==> src/rtl/auth_request_arbiter.sv <==
// auth_request_arbiter
//   Round-robin arbiter and sequencer for NUM_CH authentication requesters. A granted
//   channel's 8-bit descriptor is latched and decoded, and the responder or initiator engine
//   is started. The engine result is then presented to the sink until it is acknowledged.
//   Waits on the engine and on the sink are bounded by TIMEOUT_CYC cycles.
//
// Ports
//   clk, reset             clock, synchronous active-high reset
//   req_pending/req_desc   per-channel request level and descriptor {slot,role,usb,type}
//   req_erase              one-cycle one-hot clear of the granted request
//   resp_start/init_start  engine enables, held for the whole engine wait
//   eng_slot/eng_type      latched descriptor fields for the engines
//   resp_done/init_done    engine completion, eng_msg valid the same cycle
//   msg_out/msg_usb/msg_ch captured message, USB framing flag, source channel
//   msg_valid/msg_ack      result handshake with the sink
//   err_timeout/err_role   one-cycle error pulses
//   busy                   high whenever a transaction is in progress
module auth_request_arbiter #(
   parameter int unsigned NUM_CH      = 2,
   parameter int unsigned MSG_W       = 64,
   parameter int unsigned TIMEOUT_CYC = 1000,
   localparam int unsigned CH_W       = (NUM_CH > 1) ? $clog2(NUM_CH) : 1
) (
   input  logic                clk,
   input  logic                reset,
   input  logic [NUM_CH-1:0]   req_pending,
   input  logic [8*NUM_CH-1:0] req_desc,
   output logic [NUM_CH-1:0]   req_erase,
   output logic                resp_start,
   output logic                init_start,
   output logic [1:0]          eng_slot,
   output logic [1:0]          eng_type,
   input  logic                resp_done,
   input  logic                init_done,
   input  logic [MSG_W-1:0]    eng_msg,
   output logic [MSG_W-1:0]    msg_out,
   output logic                msg_usb,
   output logic [CH_W-1:0]     msg_ch,
   output logic                msg_valid,
   input  logic                msg_ack,
   output logic                err_timeout,
   output logic                err_role,
   output logic                busy
);

   localparam int unsigned TMR_W = (TIMEOUT_CYC > 2) ? $clog2(TIMEOUT_CYC) : 1;

   localparam logic [1:0] RoleResp = 2'b01;
   localparam logic [1:0] RoleInit = 2'b10;

   typedef enum logic [2:0] {StIdle, StGrant, StDispatch, StWaitEng, StWaitAck} state_e;

   state_e             state_q, state_d;
   logic [CH_W-1:0]    rr_ptr_q, rr_ptr_d;
   logic [TMR_W-1:0]   timer_q, timer_d;
   logic [1:0]         slot_q, slot_d, role_q, role_d, usb_q, usb_d, type_q, type_d;
   logic [CH_W-1:0]    ch_q, ch_d;
   logic [NUM_CH-1:0]  erase_q, erase_d;
   logic [MSG_W-1:0]   msg_q, msg_d;
   logic               usb_flag_q, usb_flag_d;
   logic               resp_start_q, resp_start_d, init_start_q, init_start_d;
   logic               valid_q, valid_d, err_to_q, err_to_d, err_role_q, err_role_d;
   logic               busy_q, busy_d;

   logic [CH_W-1:0]    winner, cand;
   logic               found;
   logic [7:0]         win_desc;
   logic               role_ok, timer_max, eng_done;

   // First pending channel at or after rr_ptr, wrapping.
   always_comb begin
      winner = '0;
      cand   = '0;
      found  = 1'b0;
      for (int unsigned i = 0; i < NUM_CH; i++) begin
         cand = CH_W'((32'(rr_ptr_q) + i) % NUM_CH);
         if (!found && req_pending[cand]) begin
            found  = 1'b1;
            winner = cand;
         end
      end
   end

   assign win_desc  = req_desc[{winner, 3'b000} +: 8];
   assign role_ok   = (role_q == RoleResp) || (role_q == RoleInit);
   assign timer_max = (timer_q == TMR_W'(TIMEOUT_CYC - 1));
   // Only the done of the engine that was started counts.
   assign eng_done  = (role_q == RoleResp) ? resp_done : init_done;

   always_comb begin
      state_d    = state_q;
      rr_ptr_d   = rr_ptr_q;
      timer_d    = timer_q;
      slot_d     = slot_q;
      role_d     = role_q;
      usb_d      = usb_q;
      type_d     = type_q;
      ch_d       = ch_q;
      msg_d      = msg_q;
      usb_flag_d = usb_flag_q;
      erase_d    = '0;
      err_to_d   = 1'b0;
      err_role_d = 1'b0;

      case (state_q)
         StIdle: begin
            if (found) begin
               state_d  = StGrant;
               ch_d     = winner;
               slot_d   = win_desc[7:6];
               role_d   = win_desc[5:4];
               usb_d    = win_desc[3:2];
               type_d   = win_desc[1:0];
               erase_d  = NUM_CH'(1) << winner;
               rr_ptr_d = (winner == CH_W'(NUM_CH - 1)) ? '0 : winner + CH_W'(1);
            end
         end
         StGrant: begin
            state_d    = StDispatch;
            err_role_d = !role_ok;
         end
         StDispatch: begin
            if (role_ok) begin
               state_d = StWaitEng;
               timer_d = '0;
            end else begin
               state_d = StIdle;
            end
         end
         StWaitEng: begin
            if (eng_done) begin
               state_d    = StWaitAck;
               timer_d    = '0;
               msg_d      = eng_msg;
               usb_flag_d = |usb_q;
            end else if (timer_max) begin
               state_d  = StIdle;
               err_to_d = 1'b1;
            end else begin
               timer_d = timer_q + TMR_W'(1);
            end
         end
         StWaitAck: begin
            if (msg_ack) begin
               state_d = StIdle;
            end else if (timer_max) begin
               state_d  = StIdle;
               err_to_d = 1'b1;
            end else begin
               timer_d = timer_q + TMR_W'(1);
            end
         end
         default: state_d = StIdle;
      endcase

      // Level outputs follow the next state so they are registered with it.
      busy_d       = (state_d != StIdle);
      resp_start_d = (state_d == StWaitEng) && (role_d == RoleResp);
      init_start_d = (state_d == StWaitEng) && (role_d == RoleInit);
      valid_d      = (state_d == StWaitAck);
   end

   always_ff @(posedge clk) begin
      if (reset) begin
         state_q      <= StIdle;
         rr_ptr_q     <= '0;
         timer_q      <= '0;
         slot_q       <= '0;
         role_q       <= '0;
         usb_q        <= '0;
         type_q       <= '0;
         ch_q         <= '0;
         msg_q        <= '0;
         usb_flag_q   <= 1'b0;
         erase_q      <= '0;
         resp_start_q <= 1'b0;
         init_start_q <= 1'b0;
         valid_q      <= 1'b0;
         err_to_q     <= 1'b0;
         err_role_q   <= 1'b0;
         busy_q       <= 1'b0;
      end else begin
         state_q      <= state_d;
         rr_ptr_q     <= rr_ptr_d;
         timer_q      <= timer_d;
         slot_q       <= slot_d;
         role_q       <= role_d;
         usb_q        <= usb_d;
         type_q       <= type_d;
         ch_q         <= ch_d;
         msg_q        <= msg_d;
         usb_flag_q   <= usb_flag_d;
         erase_q      <= erase_d;
         resp_start_q <= resp_start_d;
         init_start_q <= init_start_d;
         valid_q      <= valid_d;
         err_to_q     <= err_to_d;
         err_role_q   <= err_role_d;
         busy_q       <= busy_d;
      end
   end

   assign req_erase   = erase_q;
   assign resp_start  = resp_start_q;
   assign init_start  = init_start_q;
   assign eng_slot    = slot_q;
   assign eng_type    = type_q;
   assign msg_out     = msg_q;
   assign msg_usb     = usb_flag_q;
   assign msg_ch      = ch_q;
   assign msg_valid   = valid_q;
   assign err_timeout = err_to_q;
   assign err_role    = err_role_q;
   assign busy        = busy_q;

endmodule
==> config.mk <==
export PLATFORM = sky130hd
export DESIGN_NAME = auth_request_arbiter
export DESIGN_NICKNAME = d
export VERILOG_FILES = /design/src/rtl/auth_request_arbiter.sv
export SDC_FILE = /design/constraint.sdc
export NUM_CORES = 1
export LEC_CHECK = 0
export ABC_CLOCK_PERIOD_IN_PS = 1400
export CAP_MARGIN = 20
export CORE_MARGIN = 2
export CORE_UTILIZATION = 39
export CTS_BUF_LIST = sky130_fd_sc_hd__clkbuf_4
export CTS_CLUSTER_DIAMETER = 80
export CTS_CLUSTER_SIZE = 10
export DETAILED_ROUTE_END_ITERATION = 7
export PLACE_DENSITY = 0.86
export SYNTH_ARGS = -nofsm -noshare
export SYNTH_HDL_FRONTEND = slang
export SYNTH_SLANG_ARGS = --single-unit
==> constraint.sdc <==
create_clock -name clk -period 1.4 [get_ports clk]
set_input_delay 0.14 -clock clk [delete_from_list [all_inputs] [get_ports clk]]
set_output_delay 0.14 -clock clk [all_outputs]
set_load 0.005 [all_outputs]
==> impl_metrics.yaml <==
timing:
  max_freq_mhz: 554
  fin_crit_sh: 1.29
  fin_ws_ns: -0.403
  setup_viol_count_final: 90
  fin_crit_ns: 1.80
  finalSetupTns_ns: -18.35
  finalHoldViolations: 0
  tightest_slew_ns: 0.477
  slew_headroom: 0.682
  fin_worst_skew_ns: 0.0215
  rsz0062_at_grt: "yes"
  maxSlewViolCount: 0
  whs_ns: 0.115
layout:
  utilization: 0.730
  n_fill_cell: 638
  drive_gt1_frac: 0.379
  nNetsFinal: 746
  areaGrowthSynthToFinish_pct: 84.1
  diodes: 0
  layout_common_cells: "114 x nand2_1, 85 x clkdlybuf4s50_1, 77 x dlygate4sd2_1"
  final_common_cell: "nand2_1"
  finalInstanceArea_mm2: 0.00668
clock_tree:
  path_clk_slew_ns: 0.16
  h-tree-depth: 3
  cts_tree: "done"
  holdBufCountCts: 0
  clockBufferDepth: 2
  cts_buffers: 9
  clk-insertion-delay-late_ns: 0.46
  clockRootBuffer: "clkbuf_4"
  clock_sinks: 96
job:
  max_cap_viol_count: 0
placed_design:
  place_ws_ns: -0.400
  dp.final_hpwl_mm: 7.95
  place_congestion: 0.871
  dpl_cell_area_mm2: 0.00571
  port_buffers: 164
worst_hold_path:
  hold_class: "input port to flop"
global_routing:
  grtUsageTotal: 0.235
  grt_pass1_wl_mm: 18.8
  antenna_found_initial: 0
  grt_pass1_vias: 3906
  grt_max_degree: 43
  grt_overflow: 0
synthesis:
  synth_area_mm2: 0.00363
  synth_top_family_by_area: "simple AND/OR/NAND/NOR gates"
  synthArstFlopShare: 0
  syn_inst: 433
  synth-edff-count: 0
  synth-xor-area-share: 0
  synth_mux_area_frac: 0.00310
  syn-num-nets: 522
  synth-simple-area-share: 0.254
  ys_types: 44
  synthAdderAreaFrac: 0.00689
  ys.flop_type: "dfxtp_1"
  ys_seq_area_frac: 0.529
  avgSynthCellArea_um2: 8.39
  ys_seq_elements: 96
  ys_warn_count: 0
  synth_compound_area_frac: 0.166
routing:
  wl_per_cell_um: 18.0
  drt_iter0_markers: 273
  drt-pass1-iter-count: 5
  via_per_inst: 5.32
  drc: 0
  vias: 4111
  ant_nets: 0
  wl_mm: 13.9
critical_path:
  critPathKind: "flop to flop"
  critPathMaxFanout: 5
  arrival_ns: 2.16
  crit_required_ns: 1.76
  crit_path_end_kind: "flop"
  cp-start-kind: "flop"
status:
  status: "finished with violations"
  failed_checks: "setup timing"
power_and_ir_drop:
  p_leak_uw: 0.00278
  vdd_drop_max_mv: 0.557
  cellPowerDensity_mw_per_mm2: 828
die:
  start_util: 0.397
  coreArea_mm2: 0.00915
  die-area_mm2: 0.0101
  rows: 35
  io_pins: 165
  dieHeight_um: 100
  die_x_um: 100
-- flip-flops by register name (all words and copies together), names as in the netlist --
name         flops
busy             1
eng_slot         2
eng_type         2
err_role         1
err_timeout      1
init_start       1
msg_ch           1
msg_out         64
msg_usb          1
msg_valid        1
req_erase        2
resp_start       1
role_q           2
rr_ptr_q         1
state_q          3
timer_q         10
usb_q            2
-- cells in the mapped netlist (2+ instances only) --
cell type	instances	area [um^2]
nand2_1	135	507
dfxtp_1	96	1920
a21oi_1	76	380
nor2_1	14	52.6
buf_2	13	65.1
clkbuf_1	13	48.8
nand3_1	6	30.0
nor3_1	6	30.0
nor3b_1	6	45.0
o21ai_0	6	30.0
nand4_1	5	31.3
or3_1	5	31.3
a221o_1	3	30.0
a22oi_1	3	22.5
a31oi_1	3	18.8
and3_1	3	18.8
inv_1	3	11.3
o2bb2ai_1	3	26.3
a222oi_1	2	20.0
buf_6	2	22.5
ha_1	2	25.0
nand2b_1	2	12.5
nor2b_1	2	12.5
nor4b_2	2	30.0
o32ai_1	2	17.5
or4_1	2	15.0
-- worst max-delay path, cell delays in order (launching register included) --
cell	delay, ns
dfxtp_2	0.37
inv_2	0.05
ha_4	0.16
mux2_4	0.35
o21ai_1	0.15
buf_4	0.17
nand4_1	0.15
a31oi_1	0.30
-- cell type report --
cell class	count	area, um^2	area share
tap	111	139	0.0208
sequential	96	2030	0.304
clock inverter	7	76.3	0.0114
clock buffer	9	67.6	0.0101
inverter	3	11.3	0.00168
timing repair buffer	241	2350	0.352
multi-input combinational	306	2010	0.300
-- timing repair --
action	4_1_cts	5_1_grt
pin swaps	17	28
setup buffers	22	9
setup endpoints to repair	167	92
cloned	0	7
gates resized for setup	192	61
-- report_power, final --
| part | switching (uW) | internal (uW) | total, uW |
|---|---|---|---|
| registers | 65.3 | 2820 | 2880 |
| logic | 452 | 619 | 1070 |
| clock network | 1020 | 561 | 1580 |
| total | 1540 | 4000 | 5540 |
-- routing by layer --
metal | wire [um] | GRT usage | share of wire | vias to the layer above
li1 | - | - | - | 1935
met1 | 5370 | 0.262 | 0.39 | 1947
met2 | 7310 | 0.437 | 0.53 | 205
met3 | 948 | 0.0569 | 0.068 | 24
met4 | 273 | 0.0769 | 0.020 | 0
met5 | 0 | 0 | 0 | -
-- final timing paths --
| kind | start | end | slack [ns] | cells past startpoint |
|---|---|---|---|---|
| max reg2reg | role_q[1] | timer_q[3] | -0.40 | 7 |
| min reg2reg | msg_out[18] | msg_out[18] | 0.46 | 2 |
| max | role_q[1] | timer_q[3] | -0.40 | 7 |
| min | reset | err_timeout | 0.11 | 2 |
-- through the flow --
stage                     power (uW)  instances
after floorplan                 3240        433
after global routing            5740        773
after CTS                       5400        758
final                           5540        773
after global placement          3730        720
after detailed placement        3760        720
-- cell families after synthesis --
group,count (synthesis)
AO/OA/AOI/OAI,105
buffers and inverters,31
multiplexers,1
adder cells (fa/ha/maj),2
flip-flops,96
AND/OR/NAND/NOR,198
(Power assumes the default switching activity.)
